$ cat src/rtl/fb_pkg.sv
// rtl/fb_pkg.sv - frame-buffer geometry, slot map and loader state type
// Shared by the loader and the display reader so both agree on slot placement.
package fb_pkg;

  localparam int IMG_W     = 320;
  localparam int IMG_H     = 240;
  localparam int NUM_SLOTS = 3;
  localparam int SLOT_SIZE = IMG_W * IMG_H;

  localparam int SLOT_BASE [4] = '{0, SLOT_SIZE, 2 * SLOT_SIZE, 3 * SLOT_SIZE};

  typedef enum logic [1:0] {
    IDLE  = 2'd0,
    ARMED = 2'd1,
    RECV  = 2'd2
  } state_t;

  // Slot base as a sum of the slot size, so callers never need a multiplier.
  function automatic int slot_base(input int slot_idx, input int slot_size);
    case (slot_idx)
      0:       return 0;
      1:       return slot_size;
      2:       return slot_size + slot_size;
      default: return slot_size + slot_size + slot_size;
    endcase
  endfunction

endpackage

$ cat src/rtl/fb_addr_gen.sv
// rtl/fb_addr_gen.sv - pixel x/y counters and incremental linear write address
// load_base marks the accepted byte as pixel (0,0); step marks any later pixel.
module fb_addr_gen #(
  parameter int ADDS_WIDTH = 18,
  parameter int IMG_W      = 320,
  parameter int IMG_H      = 240
) (
  input  logic                  clk,
  input  logic                  rst_n,
  input  logic                  clear_i,
  input  logic                  load_base_i,
  input  logic                  step_i,
  input  logic [ADDS_WIDTH-1:0] base_i,
  output logic [ADDS_WIDTH-1:0] pix_addr_o,
  output logic                  last_o
);

  localparam int XW = $clog2(IMG_W);
  localparam int YW = $clog2(IMG_H);
  localparam logic [XW-1:0] X_MAX = XW'(IMG_W - 1);
  localparam logic [YW-1:0] Y_MAX = YW'(IMG_H - 1);

  logic [XW-1:0]         x_q, x_d;
  logic [YW-1:0]         y_q, y_d;
  logic [ADDS_WIDTH-1:0] addr_q, addr_d;

  always_comb begin
    x_d    = x_q;
    y_d    = y_q;
    addr_d = addr_q;
    if (clear_i) begin
      x_d    = '0;
      y_d    = '0;
      addr_d = '0;
    end else if (load_base_i) begin
      x_d    = XW'(1);
      y_d    = '0;
      addr_d = base_i + ADDS_WIDTH'(1);
    end else if (step_i) begin
      addr_d = addr_q + ADDS_WIDTH'(1);
      if (x_q == X_MAX) begin
        x_d = '0;
        y_d = y_q + YW'(1);
      end else begin
        x_d = x_q + XW'(1);
      end
    end
  end

  always_ff @(posedge clk or negedge rst_n) begin
    if (!rst_n) begin
      x_q    <= '0;
      y_q    <= '0;
      addr_q <= '0;
    end else begin
      x_q    <= x_d;
      y_q    <= y_d;
      addr_q <= addr_d;
    end
  end

  // A restarting pixel goes to the slot base rather than the running address.
  assign pix_addr_o = load_base_i ? base_i : addr_q;
  assign last_o     = (x_q == X_MAX) && (y_q == Y_MAX);

endmodule

$ cat src/rtl/fb_loader.sv
// rtl/fb_loader.sv - streams a row-major image into one slot of the pixel memory
// Owns the memory write port; one registered write per accepted pixel.
module fb_loader #(
  parameter int DATA_WIDTH = 8,
  parameter int ADDS_WIDTH = 18,
  parameter int IMG_W      = fb_pkg::IMG_W,
  parameter int IMG_H      = fb_pkg::IMG_H,
  parameter int NUM_SLOTS  = fb_pkg::NUM_SLOTS
) (
  input  logic                  clk,
  input  logic                  rst_n,
  input  logic                  start,
  input  logic [1:0]            slot,
  input  logic                  abort,
  input  logic [DATA_WIDTH-1:0] s_data,
  input  logic                  s_valid,
  input  logic                  s_sof,
  output logic                  s_ready,
  output logic                  mem_we,
  output logic [ADDS_WIDTH-1:0] mem_addr,
  output logic [DATA_WIDTH-1:0] mem_wdata,
  output logic                  busy,
  output logic                  frame_done,
  output logic                  sof_err,
  output logic                  slot_err
);

  import fb_pkg::*;

  localparam int SLOT_SZ = IMG_W * IMG_H;

  if (NUM_SLOTS * SLOT_SZ > (1 << ADDS_WIDTH)) begin : g_size_check
    $error("fb_loader: image slots exceed the memory address space");
  end
  if (NUM_SLOTS > 4) begin : g_slot_check
    $error("fb_loader: slot index is only two bits wide");
  end

  localparam logic [ADDS_WIDTH-1:0] BASE_LUT [4] = '{
    ADDS_WIDTH'(slot_base(0, SLOT_SZ)),
    ADDS_WIDTH'(slot_base(1, SLOT_SZ)),
    ADDS_WIDTH'(slot_base(2, SLOT_SZ)),
    ADDS_WIDTH'(slot_base(3, SLOT_SZ))
  };

  state_t                  state_q, state_d;
  logic [ADDS_WIDTH-1:0]   base_q;
  logic                    mem_we_q, frame_done_q, sof_err_q, slot_err_q;
  logic [ADDS_WIDTH-1:0]   mem_addr_q;
  logic [DATA_WIDTH-1:0]   mem_wdata_q;

  logic                    slot_ok, start_ok, accept;
  logic                    wr_en, ag_clear, ag_load, ag_step;
  logic                    frame_done_d, sof_err_d, slot_err_d;
  logic                    is_last;
  logic [ADDS_WIDTH-1:0]   pix_addr;

  assign slot_ok  = int'(slot) < NUM_SLOTS;
  assign start_ok = (state_q == IDLE) && start && !abort && slot_ok;
  assign accept   = s_valid && s_ready;

  always_ff @(posedge clk or negedge rst_n) begin
    if (!rst_n) state_q <= IDLE;
    else        state_q <= state_d;
  end

  always_comb begin
    state_d = state_q;
    if (abort) begin
      state_d = IDLE;
    end else begin
      case (state_q)
        IDLE:    if (start_ok)                        state_d = ARMED;
        ARMED:   if (accept && s_sof)                 state_d = RECV;
        RECV:    if (accept && !s_sof && is_last)     state_d = IDLE;
        default:                                      state_d = IDLE;
      endcase
    end
  end

  // Abort outranks everything, including a byte accepted in the same cycle.
  always_comb begin
    s_ready      = (state_q == ARMED) || (state_q == RECV);
    busy         = (state_q == ARMED) || (state_q == RECV);
    wr_en        = accept && !abort && ((state_q == RECV) || s_sof);
    ag_load      = wr_en && s_sof;
    ag_step      = wr_en && !s_sof;
    ag_clear     = abort || start_ok;
    frame_done_d = ag_step && is_last;
    sof_err_d    = ag_load && (state_q == RECV);
    slot_err_d   = (state_q == IDLE) && start && !abort && !slot_ok;
  end

  fb_addr_gen #(
    .ADDS_WIDTH (ADDS_WIDTH),
    .IMG_W      (IMG_W),
    .IMG_H      (IMG_H)
  ) u_addr_gen (
    .clk         (clk),
    .rst_n       (rst_n),
    .clear_i     (ag_clear),
    .load_base_i (ag_load),
    .step_i      (ag_step),
    .base_i      (base_q),
    .pix_addr_o  (pix_addr),
    .last_o      (is_last)
  );

  always_ff @(posedge clk or negedge rst_n) begin
    if (!rst_n) begin
      base_q       <= '0;
      mem_we_q     <= 1'b0;
      mem_addr_q   <= '0;
      mem_wdata_q  <= '0;
      frame_done_q <= 1'b0;
      sof_err_q    <= 1'b0;
      slot_err_q   <= 1'b0;
    end else begin
      if (start_ok) base_q <= BASE_LUT[slot];
      mem_we_q     <= wr_en;
      if (wr_en) begin
        mem_addr_q  <= pix_addr;
        mem_wdata_q <= s_data;
      end
      frame_done_q <= frame_done_d;
      sof_err_q    <= sof_err_d;
      slot_err_q   <= slot_err_d;
    end
  end

  assign mem_we     = mem_we_q;
  assign mem_addr   = mem_addr_q;
  assign mem_wdata  = mem_wdata_q;
  assign frame_done = frame_done_q;
  assign sof_err    = sof_err_q;
  assign slot_err   = slot_err_q;

endmodule
$ cat config.mk
export PLATFORM = sky130hd
export DESIGN_NAME = fb_loader
export DESIGN_NICKNAME = d
export VERILOG_FILES = /design/src/rtl/fb_pkg.sv /design/src/rtl/fb_addr_gen.sv /design/src/rtl/fb_loader.sv
export SDC_FILE = /design/constraint.sdc
export NUM_CORES = 1
export LEC_CHECK = 0
export BUFFER_PORTS_ARGS = -buffer_cell sky130_fd_sc_hd__buf_4
export CAP_MARGIN = 10
export CORE_MARGIN = 3
export CORE_UTILIZATION = 50
export DETAILED_ROUTE_END_ITERATION = 7
export GPL_TIMING_DRIVEN = 0
export PLACE_DENSITY = 0.7
export REMOVE_ABC_BUFFERS = 1
export SYNTH_ARGS = -nofsm -noshare
export SYNTH_HDL_FRONTEND = slang
export SYNTH_SLANG_ARGS = --single-unit
export TNS_END_PERCENT = 100
$ cat constraint.sdc
create_clock -name clk -period 3.59 [get_ports clk]
set_clock_uncertainty 0.15 [all_clocks]
set_input_delay 0.718 -clock clk [delete_from_list [all_inputs] [get_ports clk]]
set_output_delay 0.718 -clock clk [all_outputs]
set_load 0.02 [all_outputs]
==> results by group <==
Setup path
  – Critical R2R Launch: state_q[0]
  – Logic depth of the worst register-to-register path: 6
  – Kind of critical path: flip-flop to flip-flop
  – Worst reg2reg path endpoint: mem_addr[1]
  – Nature of the critical path startpoint: flip-flop
  – Data required time at the worst endpoint: 3670 ps
  – CP Capture Type: flip-flop
  – Crit path max fanout: 26
  – Crit path capture: mem_addr[1]
  – Data arrival time of the worst path: 3360 ps
  – Reg-to-reg setup timing slack: 310 ps
  – Launching instance or port of the critical path: state_q[0]

Floorplanning
  – Vertical die dimension: 92.5 µm
  – Die outline area: 0.00856 mm²
  – Placement Rows: 30
  – Die width: 92.5 µm
  – Core box area: 0.00702 mm²
  – I/O pin count: 48
  – Initial Util: 53.3%

Finish
  – Diode count: 0
  – Post-route cell area: 0.00434 mm²
  – Number of nets in the final layout: 481
  – Share of layout cells above drive strength 1: 18.7%
  – Layout-stage area growth over the synthesis result: 16.1%

Logic synthesis
  – Mean post-synth cell area: 9.11 µm²
  – Post-synthesis cell area: 0.00374 mm²
  – Post-synth cell types: 60
  – Post-synthesis instance total: 411
  – Flop and latch count out of synthesis: 73
  – Warnings from Yosys: 0
  – EDFF count, synth: 0
  – Part of the Yosys area used for sequential elements: 48.8%
  – Fraction of registers with async set or reset after synthesis: 100%
  – Dominant synthesized flop cell: sky130_fd_sc_hd__dfrtp_1

CTS
  – Htree depth: 3
  – Total clock buffers created by CTS: 9
  – Clock tree from TritonCTS: built
  – # hold bufs at CTS: 0
  – Buffer levels on the longest clock path: 2
  – Clock tree sinks: 73
  – Insertion delay to the later sink of the worst-skew pair: 340 ps
  – Post-cts repair resize count: 0
  – Clock-pin slew of the registers on the worst-case setup and hold paths: 80 ps
  – Clock root buffer master: sky130_fd_sc_hd__clkbuf_8

Timing
  – Count of endpoints failing hold in the final timing report: 0
  – Final Critical Period: 3280 ps
  – Summed negative setup slack over all endpoints: 0 ps
  – Smallest hold slack: 329 ps
  – Final slew viol count: 0
  – Crit share post-route: 91.4%
  – Worst-Margin Slew: 1050 ps
  – Unrepaired setup endpoints after global routing: no
  – Total of endpoints with negative setup slack in the final report: 0
  – Worst max-slew margin expressed relative to the limit: 29.4%
  – Fmax achieved: 305 MHz

Drt
  – Via-per-instance ratio: 5.71
  – DRT iter0 DRCs: 192
  – DRC: 0
  – Routed length per instance: 15.6 µm
  – Residual antenna-violating net count after detailed routing: 0
  – Number of vias after detailed routing: 3177
  – Post-Route WL: 8680 µm
  – 1st-pass router iterations: 5

Pwr
  – Switching power summed over all nets: 0.807 mW
  – Power density normalized to cell area: 528 mW/mm²
  – Static power due to leakage: 1.90 nW
  – Fraction of power consumed by sequential logic: 44.2%
  – Proportion of power drawn by combinational gates: 30.8%
  – Internal power: 1.49 mW
  – Clk pwr share: 25.0%
  – Worst IR drop on VDD: 0.322 mV
  – Switching share of power: 35.2%
  – Overall power after layout: 2.30 mW

GRT
  – Global-route congestion overflow total: 0
  – Number of antenna violations at the first check in global routing: 0
  – Number of global-route vias before repair: 3030
  – Largest net degree at the start of global routing: 74
  – Wire length of the first global-routing pass: 14800 µm
  – Tot GR Track Use: 21.8%

Place
  – Number of input and output port buffers inserted: 47
  – Final HPWL DP: 5750 µm
  – Post-place instance area: 0.00416 mm²
  – Weighted congestion at the end of routability-driven global placement: 0.879

Status
  – Result of the run: finished, final reports clean

Worst hold path
  – Class of the tightest hold or removal check: flip-flop to flip-flop

Flow run
  – Maximum capacitance violations: 0
## synthesized netlist by cell type, types with 4 or more instances
master	n	area [µm²]
sky130_fd_sc_hd__a21oi_1	15	75.1
sky130_fd_sc_hd__a31oi_1	11	68.8
sky130_fd_sc_hd__and3_1	4	25.0
sky130_fd_sc_hd__clkbuf_1	12	45.0
sky130_fd_sc_hd__dfrtp_1	73	1830
sky130_fd_sc_hd__ha_1	10	125
sky130_fd_sc_hd__inv_1	12	45.0
sky130_fd_sc_hd__mux2_2	6	67.6
sky130_fd_sc_hd__mux2i_1	4	40.0
sky130_fd_sc_hd__nand2_1	83	312
sky130_fd_sc_hd__nand3_1	18	90.1
sky130_fd_sc_hd__nand4_1	8	50.1
sky130_fd_sc_hd__nor2_1	40	150
sky130_fd_sc_hd__nor2b_1	4	25.0
sky130_fd_sc_hd__nor3_1	5	25.0
sky130_fd_sc_hd__nor4_1	6	37.5
sky130_fd_sc_hd__o21ai_0	26	130
sky130_fd_sc_hd__o31ai_1	6	45.0
sky130_fd_sc_hd__xnor2_1	6	52.6
sky130_fd_sc_hd__xor2_1	5	43.8
## per-stage QoR
| stage | worst slack (ps) | utilization [%] | instances |
|---|---|---|---|
| after global routing | 1.07 | 61.9 | 556 |
| after detailed placement | -189 | 59.2 | 538 |
| after global placement | -109 | 58.9 | 536 |
| after CTS | 167 | 61.8 | 555 |
| final | 308 | 61.9 | 556 |
| after floorplan | 245 | - | 393 |
## registers in the layout (all words and copies together), names as in the netlist
| register | cells |
|---|---|
| u_addr_gen.x_q | 9 |
| state_q | 2 |
| frame_done | 1 |
| mem_we | 1 |
| sof_err | 1 |
| u_addr_gen.addr_q | 18 |
| slot_err | 1 |
| mem_wdata | 8 |
| base_q | 6 |
| u_addr_gen.y_q | 8 |
| mem_addr | 18 |
## layout make-up
class,count,area (µm²)
Tap cell,96,120
Fill cell,623,2680
Clock buffer,11,141
Clock inverter,5,31.3
Timing Repair Buffer,50,373
Sequential cell,73,1830
Inverter,13,48.8
Multi-Input combinational cell,308,1800
## cells by family (layout without fill, tap and decap cells)
logic type	Yosys count	in the layout	share of synthesized area (%)
mux	10	10	2.88
xor+xnor	11	11	2.57
flops	73	73	48.8
fa+ha+maj	10	10	3.34
compound gates	79	79	13.4
simple gates	197	198	25.5
buf+inv	31	79	3.41
## worst max-delay path, cell delays in order, from the launching register on
cell and delay, ps:
sky130_fd_sc_hd__dfrtp_1 370, sky130_fd_sc_hd__inv_1 80, sky130_fd_sc_hd__ha_1 450, sky130_fd_sc_hd__and3b_1 340
sky130_fd_sc_hd__o21ai_2 390, sky130_fd_sc_hd__clkinv_1 870, sky130_fd_sc_hd__mux2_2 510
## how the worst min path moves through the flow
stage	cells after the start	slack [ps]	endpoint	start
finish	2	330	mem_wdata[5]	mem_wdata[5]
global route	2	350	mem_wdata[7]	mem_wdata[7]
floorplan	0	270	base_q[11]	rst_n
detailed placement	2	310	mem_wdata[5]	mem_wdata[5]
global placement	2	310	mem_wdata[5]	mem_wdata[5]
CTS	2	330	mem_wdata[5]	mem_wdata[5]
## what timing repair did
action                     4_1_cts  5_1_grt
setup endpoints to repair        4        1
pin swaps                        1        1
gates cloned                     1        0
buffers inserted                 0        1
## power by group through the flow
stage               Combinational [mW]  Clock, mW  Sequential [mW]
detailed placement               0.704          0             1.03
global placement                 0.682          0             1.03
CTS                              0.714      0.584             1.01
global route                     0.772      0.627             1.03
finish                           0.707      0.574             1.02
floorplan                        0.308          0             1.13
## per-layer routing
layer	GRT usage [%]	routed length [µm]	vias up	share of wire (%)
li1	-	-	1545	-
met1	28.4	3900	1531	45
met2	35.7	4260	89	49
met3	5.36	406	12	4.7
met4	6.93	109	0	1.3
met5	0	0	-	0
## cell usage in the layout, fill, tap and decap left out, types with 3 or more instances in the layout
| master | instances |
|---|---|
| sky130_fd_sc_hd__inv_1 | 12 |
| sky130_fd_sc_hd__and3_1 | 4 |
| sky130_fd_sc_hd__nand4_1 | 8 |
| sky130_fd_sc_hd__mux2_2 | 6 |
| sky130_fd_sc_hd__a21oi_1 | 15 |
| sky130_fd_sc_hd__nor4_1 | 6 |
| sky130_fd_sc_hd__nand4b_1 | 3 |
| sky130_fd_sc_hd__buf_4 | 49 |
| sky130_fd_sc_hd__clkbuf_8 | 10 |
| sky130_fd_sc_hd__nand2_1 | 83 |
| sky130_fd_sc_hd__o21ai_0 | 26 |
| sky130_fd_sc_hd__a31oi_1 | 11 |
| sky130_fd_sc_hd__nor3_1 | 5 |
| sky130_fd_sc_hd__clkinv_2 | 3 |
| sky130_fd_sc_hd__dfrtp_1 | 73 |
| sky130_fd_sc_hd__mux2i_1 | 4 |
| sky130_fd_sc_hd__xnor2_1 | 6 |
| sky130_fd_sc_hd__nand3_1 | 18 |
| sky130_fd_sc_hd__nand2b_1 | 3 |
| sky130_fd_sc_hd__ha_1 | 10 |
| sky130_fd_sc_hd__and2_1 | 3 |
| sky130_fd_sc_hd__o31ai_1 | 6 |
| sky130_fd_sc_hd__nor2_1 | 40 |
| sky130_fd_sc_hd__or3_1 | 3 |
| sky130_fd_sc_hd__xor2_1 | 5 |
| sky130_fd_sc_hd__nor2b_1 | 4 |
Note: power is estimated with default switching activity, not from simulation.
